## config.mk

```make
export PLATFORM = sky130hd
export DESIGN_NAME = sm4_input_packer
export DESIGN_NICKNAME = d
export VERILOG_FILES = /design/src/rtl/sm4_encryptor_pkg.sv /design/src/rtl/sm4_word_accumulator.sv /design/src/rtl/sm4_input_packer.sv
export SDC_FILE = /design/constraint.sdc
export NUM_CORES = 1
export LEC_CHECK = 0
export BUFFER_PORTS_ARGS = -buffer_cell sky130_fd_sc_hd__clkbuf_2
export CAP_MARGIN = 40
export CORE_ASPECT_RATIO = 1.2
export CORE_MARGIN = 4
export CORE_UTILIZATION = 24
export CTS_BUF_LIST = sky130_fd_sc_hd__clkbuf_8
export CTS_CLUSTER_SIZE = 20
export DETAILED_ROUTE_END_ITERATION = 7
export PLACE_DENSITY_LB_ADDON = 0.1
export SLEW_MARGIN = 15
export SYNTH_ARGS = -nofsm -noshare
export SYNTH_HDL_FRONTEND = slang
export SYNTH_SLANG_ARGS = --single-unit
export TNS_END_PERCENT = 20
```

## constraint.sdc

```tcl
create_clock -name clk_i -period 21.5 [get_ports clk_i]
set_input_delay 4.3 -clock clk_i [delete_from_list [all_inputs] [get_ports clk_i]]
set_output_delay 4.3 -clock clk_i [all_outputs]
set_load 0.005 [all_outputs]
```

## src/rtl/sm4_encryptor_pkg.sv

```systemverilog
//------------------------------------------------------------------------------
// Module   : sm4_encryptor_pkg
// Brief    : Shared SM4 widths and the input packer state encoding.
// Revision : 1.0 - initial release
//------------------------------------------------------------------------------
`default_nettype none

package sm4_encryptor_pkg;

  // SM4 operates on 128-bit groups; the feeder bus carries 32-bit words.
  localparam int sm4_group_size_p = 128;
  localparam int sm4_word_width_p = 32;

  // Input packer control states.
  typedef enum logic [1:0] {
    COLLECT = 2'd0,
    HOLD    = 2'd1,
    SEND    = 2'd2
  } packer_state_e;

endpackage

`default_nettype wire

```

## src/rtl/sm4_word_accumulator.sv

```systemverilog
//------------------------------------------------------------------------------
// Module   : sm4_word_accumulator
// Brief    : Collects words_p words into one wide group, first word in the
//            most significant slice. Reports the next shadow value so the
//            owner can capture a complete group on the cycle the last word
//            arrives.
// Revision : 1.0 - initial release
//------------------------------------------------------------------------------
`default_nettype none

module sm4_word_accumulator
  import sm4_encryptor_pkg::*;
#(
  parameter int width_p = sm4_word_width_p,
  parameter int words_p = sm4_group_size_p / sm4_word_width_p
) (
  input  logic                       clk_i,
  input  logic                       reset_i,
  input  logic                       clear_i,
  input  logic                       shift_i,
  input  logic [width_p-1:0]         word_i,
  output logic [width_p*words_p-1:0] data_o,
  output logic                       first_o,
  output logic                       full_o
);

  localparam int total_lp = width_p * words_p;
  localparam int cnt_w_lp = (words_p > 1) ? $clog2(words_p) : 1;

  logic [cnt_w_lp-1:0] count_q, count_d;
  logic [total_lp-1:0] data_q, data_d;
  logic                shift_en;
  logic                is_last;

  // A clear in the same cycle wins over an incoming word.
  assign shift_en = shift_i & ~clear_i;
  assign is_last  = (count_q == cnt_w_lp'(words_p - 1));
  assign first_o  = (count_q == '0);
  assign full_o   = shift_en & is_last;
  assign data_o   = data_d;

  // Drop the accepted word into the slice selected by the word counter.
  always_comb begin
    data_d = data_q;
    for (int k = 0; k < words_p; k++) begin
      if (shift_en && (count_q == cnt_w_lp'(k))) begin
        data_d[total_lp-1-width_p*k -: width_p] = word_i;
      end
    end
  end

  // Word counter: wraps after the last slice, returns to 0 on clear.
  always_comb begin
    count_d = count_q;
    if (clear_i) begin
      count_d = '0;
    end else if (shift_en) begin
      count_d = is_last ? '0 : count_q + 1'b1;
    end
  end

  // Counter and shadow group registers.
  always_ff @(posedge clk_i or posedge reset_i) begin
    if (reset_i) begin
      count_q <= '0;
      data_q  <= '0;
    end else begin
      count_q <= count_d;
      data_q  <= data_d;
    end
  end

endmodule

`default_nettype wire

```

## src/rtl/sm4_input_packer.sv

```systemverilog
//------------------------------------------------------------------------------
// Module   : sm4_input_packer
// Brief    : Packs a 32-bit key/data word stream into 128-bit key and content
//            groups for sm4_encryptor, with a key-commit cache invalidate
//            pulse and a registered group valid.
// Revision : 1.0 - initial release
//------------------------------------------------------------------------------
`default_nettype none

module sm4_input_packer
  import sm4_encryptor_pkg::*;
#(
  parameter int word_width_p = sm4_word_width_p,
  parameter int group_size_p = sm4_group_size_p
) (
  input  logic                    clk_i,
  input  logic                    reset_i,
  input  logic                    clear_i,
  input  logic [word_width_p-1:0] word_i,
  input  logic                    word_is_key_i,
  input  logic                    encode_or_decode_i,
  input  logic                    v_i,
  output logic                    ready_o,
  output logic [group_size_p-1:0] content_o,
  output logic [group_size_p-1:0] key_o,
  output logic                    encode_or_decode_o,
  output logic                    v_o,
  input  logic                    ready_i,
  output logic                    invalid_cache_o,
  output logic                    key_valid_o
);

  localparam int words_lp = group_size_p / word_width_p;

  packer_state_e state_q, state_d;

  logic [group_size_p-1:0] key_q, content_q;
  logic [group_size_p-1:0] key_next, data_next;
  logic                    mode_q, mode_first_q;
  logic                    key_valid_q, inv_q;
  logic                    accept, key_shift, data_shift;
  logic                    key_full, data_full, data_first;
  logic                    key_first_unused;

  assign accept     = v_i & ready_o;
  assign key_shift  = accept &  word_is_key_i & ~clear_i;
  assign data_shift = accept & ~word_is_key_i & ~clear_i;

  sm4_word_accumulator #(
    .width_p (word_width_p),
    .words_p (words_lp)
  ) u_key_acc (
    .clk_i   (clk_i),
    .reset_i (reset_i),
    .clear_i (clear_i),
    .shift_i (key_shift),
    .word_i  (word_i),
    .data_o  (key_next),
    .first_o (key_first_unused),
    .full_o  (key_full)
  );

  sm4_word_accumulator #(
    .width_p (word_width_p),
    .words_p (words_lp)
  ) u_data_acc (
    .clk_i   (clk_i),
    .reset_i (reset_i),
    .clear_i (clear_i),
    .shift_i (data_shift),
    .word_i  (word_i),
    .data_o  (data_next),
    .first_o (data_first),
    .full_o  (data_full)
  );

  // Word-side handshake: HOLD only lets key words through, SEND blocks all.
  always_comb begin
    ready_o = 1'b0;
    case (state_q)
      COLLECT: ready_o = 1'b1;
      HOLD:    ready_o = word_is_key_i;
      default: ready_o = 1'b0;
    endcase
  end

  // Next-state logic; a clear forces COLLECT regardless of any transfer.
  always_comb begin
    state_d = state_q;
    case (state_q)
      COLLECT: begin
        if (data_full) begin
          state_d = (key_valid_q || key_full) ? SEND : HOLD;
        end
      end
      HOLD: begin
        if (key_valid_q) begin
          state_d = SEND;
        end
      end
      SEND: begin
        if (ready_i) begin
          state_d = COLLECT;
        end
      end
      default: state_d = COLLECT;
    endcase
    if (clear_i) begin
      state_d = COLLECT;
    end
  end

  // State, committed groups, mode and the key-commit pulse.
  always_ff @(posedge clk_i or posedge reset_i) begin
    if (reset_i) begin
      state_q      <= COLLECT;
      key_q        <= '0;
      content_q    <= '0;
      mode_q       <= 1'b0;
      mode_first_q <= 1'b0;
      key_valid_q  <= 1'b0;
      inv_q        <= 1'b0;
    end else begin
      state_q <= state_d;
      inv_q   <= key_full;
      if (key_full) begin
        key_q       <= key_next;
        key_valid_q <= 1'b1;
      end
      if (data_shift && data_first) begin
        mode_first_q <= encode_or_decode_i;
      end
      if (data_full) begin
        content_q <= data_next;
        mode_q    <= data_first ? encode_or_decode_i : mode_first_q;
      end
    end
  end

  assign v_o                = (state_q == SEND);
  assign content_o          = content_q;
  assign key_o              = key_q;
  assign encode_or_decode_o = mode_q;
  assign invalid_cache_o    = inv_q;
  assign key_valid_o        = key_valid_q;

endmodule

`default_nettype wire

```

Word level (Yosys, flattened, before mapping)
Index checks and enable logic that the tools add are counted.
Widths: inputs -> output; s select.
{"block": "word_totals", "reg_bits": 522, "elab_cells": 73, "in_bits": 39, "out_inout_bits": 261}
{"block": "classes", "n_bitwise": 11, "n_eq_ne": 11, "n_reduce_logical": 16, "n_mux": 22, "n_addsub": 2}
{"op": "$mux 32", "n": 8}
{"op": "$mux 2", "n": 11}
{"op": "$eq 2x2->1 const B", "n": 5}
{"op": "$and 1x1->1", "n": 9}
{"op": "$logic_and 1x1->1", "n": 9}
{"op": "$eq 2x1->1 const B", "n": 3}
{"op": "$logic_not 2->1", "n": 3}
{"op": "$ne 3x3->1 const B", "n": 2}
{"op": "$pmux 2 s3", "n": 1}
{"op": "$add 2x1->2 const B", "n": 2}
{"op": "$reduce_bool 2->1", "n": 2}
{"op": "$ne 3x2->1 const B", "n": 1}
{"op": "$reduce_and 3->1", "n": 1}
{"op": "$not 1->1", "n": 2}
{"op": "$pmux 1 s2", "n": 1}
{"op": "$logic_or 1x1->1", "n": 1}
{"op": "$mux 1", "n": 1}

Depth between registers and ports, before layout
Gate-level depths: netlist of run 1.
{"block": "logic_depth", "word_depth": 12, "mapped_depth": 8, "ltp_nobuf": 5}

By module
Synthesis of run 1 repeated with hierarchy kept, for this count alone.
{"block": "hier_totals", "cells_unflattened": 1146, "hier_area_um2": 21122.8}
{"mod": "sm4_word_accumulator", "area_per_inst_um2": 5346.4, "cells_per_inst": 287, "n_inst": 2, "seq_area_each_um2": 3253.1}
{"mod": "sm4_input_packer", "area_per_inst_um2": 10430.0, "cells_per_inst": 572, "n_inst": 1, "seq_area_each_um2": 6556.3}

Worst setup path before layout of run 1
Ideal clock, no wire load.
{"block": "synth_timing", "kind": "input -> output", "startpoint": "input port word_is_key_i", "endpoint": "output port ready_o", "required_ps": 17200, "path_stages": 4, "t_arrival_ps": 5028, "setup_slack_ps": 12172, "path_buffers": 2, "path_cell_list": "buf_2 -> buf_1 -> inv_1 -> a21oi_1"}
{"block": "synth_between", "elab_chain_cells": 1}
{"element": "from (decl)", "line": "sm4_input_packer.sv:20", "rtl": "input logic word_is_key_i,"}
{"element": "$pmux 1 s2", "line": "sm4_input_packer.sv:80", "rtl": "case (state_q)"}
{"element": "to (decl)", "line": "sm4_input_packer.sv:23", "rtl": "output logic ready_o,"}
Every way passes these cells.

Final worst setup path of run 1
Same ends and word-level chain as after synthesis.

==> flow_summary.toml, run 1 <==
[placed_design]
io_buffers = 299
hpwlAfterDp_mm = 45.2
gp_congestion = 0.751

[finish]
fin_util_pct = 29.8
final_nets = 1921
area_growth_pct = 23.3
drive_gt1_share_pct = 35.0
n_fill_cell = 8245

[timing]
worst_slew_pin_slew_ns = 0.842
clock_skew_ns = 0.0315
fin_crit_ns = 9.18
setup_viol = 0
fmax_mhz = 109
rsz0062_at_grt = "false"
setup_tns_ns = 0
slew_headroom_pct = 43.1
hold_viol_final = 0
final_max_slew_viol_count = 0
finalCritPeriodShare_pct = 42.7
hold_ws_ns = 0.501

[logic_synthesis]
avgSynthCellArea_sq_um = 11.9
yosysMostFrequentCell = "dfrtp_1"
synth_edf_count = 0
ys_seq_elements = 458
netlist_instances = 1612
synth_warnings = 0
synth_top_cell_by_area = "dfrtp_1"
synth_fp_nets = 1659
syn-cell-area_sq_mm = 0.0191
ys_seq_area_share_pct = 59.9
synthFlopType = "dfrtp_1"
synth_top_area_share_pct = 59.9
synthArstFlopShare_pct = 100
ys_top_cells_by_count = "458 x dfrtp_1, 323 x a21oi_1, 193 x mux2_2, 132 x mux2i_1, 119 x nand2_1"
synth.distinct_cells = 33
synth_area_leaders = "dfrtp_1 60%, mux2_2 11%, a21oi_1 8.4%"

[detailed_routing]
routed_wl_mm = 69.8
wl_per_cell_um = 23.4
met2_length_mm = 33.3
vias_per_cell = 4.71
dr.pass1.iters = 5
route.detailed.drc = 0
met3WireLength_mm = 4.04
drt_first_iter_violations = 778
antenna_left = 0
num_vias = 14000
highest_layer = "met4"
met1_length_mm = 30.8

[power_and_ir_drop]
p_sw_share_pct = 26.9
internal_power_w = 0.00158
seqPwrFrac_pct = 47.1
pwr-share-comb_pct = 12.2
clkPwrFrac_pct = 40.7
powerDensity_mw_per_mm2 = 91.4
ir_worst_vdd_v = 0.0000383
p_total_w = 0.00216
p_leak_nw = 11.8
p_sw_w = 0.000581

[clock_network]
clk_pin_slew_ns = 0.06
clk_latency_ns = 0.68
ctsHtreeMaxLevel = 3
cts_tree = "built"
cts_setup_buffers = 0
cts_buffer_depth = 3
clock-sinks = 458
cts_made_buffers = 87
root_buffer = "clkbuf_8"
cts_resized = 0
holdBufCountCts = 0

[worst_setup_path]
critical_path.max_fanout = 4
crit_type = "input port to output pin"
cp.arrival_ns = 4.88
cp_data_required_time_ns = 17.20
critPathLaunchType = "input port"
cp-end-kind = "output pin"

[die]
dieArea_sq_mm = 0.0844
die_w_um = 266
core-area_sq_mm = 0.0792
initial_core_util_pct = 24.2
ios = 300
die_h_um = 317
rows = 113

[worst_hold_path]
min_path_type = "flip-flop to flip-flop"

[run_status]
outcome = "completed"

[global_routing]
overflow = 0
grt_first_pass_wirelength_mm = 104
grt_max_degree = 68
antenna_found_initial = 2
track_usage_pct = 16.3
grt_pass1_vias = 14500

[job]
max_cap_violations = 0
critical path, stage by stage:
cell and delay, ns:
clkbuf_2 0.15, inv_1 0.10, a21oi_1 0.19, clkbuf_2 0.14
through the flow:
stage | cells | setup WS [ns] | cell area (sq um)
3_5_place_dp | 2819 | 12.34 | 21800
4_1_cts | 2973 | 12.34 | 23600
6_report | 2977 | 12.32 | 23600
2_1_floorplan | 1612 | 4.43 | 19100
3_3_place_gp | 2804 | 12.35 | 21500
5_1_grt | 2975 | 12.31 | 23600
worst paths after layout:
check | start | endpoint | slack [ns] | depth (start not counted)
max | word_is_key_i | ready_o | 12.32 | 4
min | content_o[24] | content_o[24] | 0.50 | 1
max reg2reg | state_q[1] | key_o[86] | 17.46 | 8
min reg2reg | content_o[24] | content_o[24] | 0.50 | 1
max in group asynchronous | reset_i | key_o[16] | 16.00 | 6
min in group asynchronous | reset_i | u_data_acc.data_q[32] | 3.74 | 3
cell type report:
cell class              count  area, sq um  area share, %
flip-flops and latches    458        11500           48.6
multi-input cells         976         6950           29.4
repair buffers            343         2070           8.75
clock buffers             110         1510           6.41
well taps                1035         1290           5.49
clock inverters            44          270           1.14
inverters                   8         40.0          0.170
diodes                      3         7.51         0.0318
cell usage in the layout, fill, tap and decap left out, types with 2 or more instances in the layout:
cell type	n
inv_1	35
nor3b_2	2
clkbuf_2	299
bufinv_16	3
nand3b_1	3
clkbuf_8	110
clkinv_2	8
ha_2	4
mux2_2	193
a31oi_1	64
nor4b_1	26
buf_12	5
a21oi_1	323
buf_16	9
nand4_1	3
buf_4	29
ha_1	3
clkinvlp_4	3
nand2_2	5
nor2b_1	6
o21ai_0	65
dfrtp_1	458
nor2_1	6
nand3_1	12
diode_2	3
mux2i_1	132
and3b_1	3
nand2_1	115
cell families (layout without fill, tap and decap cells):
family,after synthesis,after routing,synth area share [%]
compound gates,454,454,12.3
mux,325,325,18.3
fa+ha+maj,8,8,0.523
xor+xnor,1,1,0.0457
other cells,0,3,0
flops,458,458,59.9
buf+inv,178,505,4.13
simple gates,188,188,4.88
power by group through the flow:
| stage | Sequential (W) | Combinational (W) | Clock [W] |
|---|---|---|---|
| after detailed placement | 0.00103 | 0.000271 | 0 |
| final | 0.00102 | 0.000263 | 0.000879 |
| after CTS | 0.00102 | 0.000272 | 0.000921 |
| after floorplan | 0.00102 | 0.000170 | 0 |
| after global routing | 0.00103 | 0.000297 | 0.000963 |
| after global placement | 0.00103 | 0.000262 | 0 |
flip-flops by register name (all words and copies together) (netlist names):
| register | cells |
|---|---|
| invalid_cache_o | 1 |
| mode_first_q | 1 |
| state_q | 2 |
| u_key_acc.data_q | 96 |
| content_o | 128 |
| key_o | 128 |
| key_valid_o | 1 |
| u_data_acc.data_q | 96 |
| u_key_acc.count_q | 2 |
| u_data_acc.count_q | 2 |
| encode_or_decode_o | 1 |
layer usage:
| metal | GRT usage [%] | vias to the layer above |
|---|---|---|
| li1 | - | 6278 |
| met1 | 21.6 | 7263 |
| met2 | 26.3 | 369 |
| met3 | 4.01 | 97 |
| met4 | 5.16 | 0 |
| met5 | 0 | - |
Note: power is estimated with default switching activity, not from simulation.
==> inputs of run 2 (changes only) <==
--- a/config.mk
+++ b/config.mk
@@ -5,6 +5,7 @@
 export SDC_FILE = /design/constraint.sdc
 export NUM_CORES = 1
 export LEC_CHECK = 0
+export ABC_AREA = 1
 export BUFFER_PORTS_ARGS = -buffer_cell sky130_fd_sc_hd__clkbuf_2
 export CAP_MARGIN = 40
 export CORE_ASPECT_RATIO = 1.2
==> constraint.sdc (replaced) <==
create_clock -name clk_i -period 9.4 [get_ports clk_i]
set_input_delay 1.88 -clock clk_i [delete_from_list [all_inputs] [get_ports clk_i]]
set_output_delay 1.88 -clock clk_i [all_outputs]
set_load 0.005 [all_outputs]
==> flow_summary.toml, run 2 <==
[clock_network]
root_buffer = "clkbuf_8"
cts_made_buffers = 85
cts_tree = "built"
holdBufCountCts = 0
clk_pin_slew_ns = 0.05
cts_buffer_depth = 3
ctsHtreeMaxLevel = 3
cts_setup_buffers = 0
cts_resized = 0
clk_latency_ns = 0.68
clock-sinks = 458

[power_and_ir_drop]
p_total_w = 0.00480
powerDensity_mw_per_mm2 = 210
ir_worst_vdd_v = 0.0000881
p_leak_nw = 12.8

[worst_hold_path]
min_from = "u_key_acc.data_q[100]"
hold-path-endpoint = "u_key_acc.data_q[100]"
min_path_type = "flip-flop to flip-flop"
min_path_cells = 2

[timing]
hold_viol_final = 0
rsz0062_at_grt = "false"
fin_crit_ns = 4.17
clock_skew_ns = 0.0310
slew_headroom_pct = 37.5
final_max_slew_viol_count = 0
worst_slew_pin_slew_ns = 0.938
fmax_mhz = 240
finalCritPeriodShare_pct = 44.3
setup_viol = 0
setup_tns_ns = 0

[detailed_routing]
vias_per_cell = 4.11
route.detailed.drc = 0
dr.pass1.iters = 5
routed_wl_mm = 60.9
num_vias = 14000
antenna_left = 0
wl_per_cell_um = 17.9
drt_first_iter_violations = 685

[die]
rows = 111
dieArea_sq_mm = 0.0824
die_w_um = 263
die_h_um = 314
core-area_sq_mm = 0.0768
initial_core_util_pct = 24.3
ios = 300

[placed_design]
hpwlAfterDp_mm = 39.4
io_buffers = 299
gp_congestion = 0.736
placed_cells = 3255

[worst_setup_path]
crit_type = "input port to output pin"
reg2reg_from = "u_data_acc.count_q[0]"
critPathLaunchType = "input port"
r2r_slack_ns = 6.83
cp_data_required_time_ns = 7.52
critical_path.max_fanout = 3
cp-end-kind = "output pin"
r2r_cells = 7
reg2reg_to = "content_o[36]"
cp.arrival_ns = 2.29

[logic_synthesis]
synth.distinct_cells = 23
synthArstFlopShare_pct = 100
syn-cell-area_sq_mm = 0.0187
ys_top_cells_by_count = "979 x nand2_1, 458 x dfrtp_1, 148 x inv_1, 99 x nand3_1, 96 x o21a_1"
synth_warnings = 0
synth_area_leaders = "dfrtp_1 61%, nand2_1 20%, o21ai_2 3.9%"
avgSynthCellArea_sq_um = 9.25
ys_seq_area_share_pct = 61.3
netlist_instances = 2021
synth_fp_nets = 2068
synthFlopType = "dfrtp_1"
synth_top_area_share_pct = 61.3
yosysMostFrequentCell = "nand2_1"
synth_top_cell_by_area = "dfrtp_1"
ys_seq_elements = 458
synth_edf_count = 0

[job]
max_cap_violations = 0

[global_routing]
grt_first_pass_wirelength_mm = 93.0
track_usage_pct = 14.7
overflow = 0
grt_max_degree = 145
grt_pass1_vias = 14400
antenna_found_initial = 1

[run_status]
outcome = "completed"

[finish]
drive_gt1_share_pct = 22.7
layout_common_cells = "979 x nand2_1, 458 x dfrtp_1, 299 x clkbuf_2"
final_nets = 2373
layout_commonest_cell = "nand2_1"
area_growth_pct = 22.3
n_fill_cell = 8175
instances_no_fill = 3409
[run 2: changes by cell type in the layout (fill, tap and decap cells not counted), moves of 84 or more]
cell / change
mux2i_1: -132
a21oi_1: -322
nand2_1: +864
o21a_1: +95
o21ai_2: +84
mux2_2: -193
inv_1: +142
nand3_1: +87
[run 2: kinds of logic (layout without fill, tap and decap cells)]
group | Yosys count | in the layout | synth area share [%]
other cells | 0 | 3 | 0
fa+ha+maj | 8 | 8 | 0.536
flops | 458 | 458 | 61.3
buf+inv | 257 | 625 | 6.69
simple gates | 1096 | 1096 | 23.0
compound gates | 202 | 202 | 8.40
[run 2: through the flow]
stage	area (sq um)	utilization [%]	hold slack [ns]	setup WS [ns]
after global placement	20900	27.3	0.452	4.96
after floorplan	18700	-	0.443	1.32
after CTS	22800	29.7	0.472	5.23
after detailed placement	21100	27.5	0.455	5.20
after global routing	22900	29.8	0.483	5.18
final	22900	29.8	0.467	5.23
[run 2: routing by layer]
| metal | wire, um | track usage, % |
|---|---|---|
| met1 | 28700 | 20.1 |
| met2 | 27800 | 22.9 |
| met3 | 2790 | 2.90 |
| met4 | 1590 | 5.69 |
| met5 | 0 | 0 |
[run 2: cell type report]
| class | instances | area [sq um] | share of cell area, % |
|---|---|---|---|
| sequential | 458 | 11500 | 50.1 |
| multi-input combinational | 1306 | 5980 | 26.2 |
| inverter | 151 | 576 | 2.52 |
| timing repair buffer | 324 | 1860 | 8.13 |
| clock buffer | 108 | 1490 | 6.50 |
| tap | 1017 | 1270 | 5.57 |
| antenna | 3 | 7.51 | 0.0328 |
| clock inverter | 42 | 211 | 0.925 |
[run 2: where the power goes]
group          switching, W  internal, W  leakage, nW  total [W]
clock network      0.000874      0.00105        0.978    0.00193
registers          0.000104      0.00222         6.09    0.00232
logic              0.000311     0.000239         5.73   0.000551
total               0.00129      0.00351         12.8    0.00480
[run 2: how the worst max path moves through the flow]
stage	from	to	slack (ns)	depth (start not counted)
6_report	word_is_key_i	ready_o	5.23	4
5_1_grt	word_is_key_i	ready_o	5.18	4
3_5_place_dp	clear_i	key_o[72]	5.20	7
4_1_cts	word_is_key_i	ready_o	5.23	4
3_3_place_gp	v_i	content_o[69]	4.96	10
2_1_floorplan	reset_i	content_o[0]	1.32	1
[run 2: worst max-delay path: stages]
cell	delay, ns
clkbuf_2	0.12
inv_1	0.05
a21oi_1	0.11
clkbuf_2	0.13
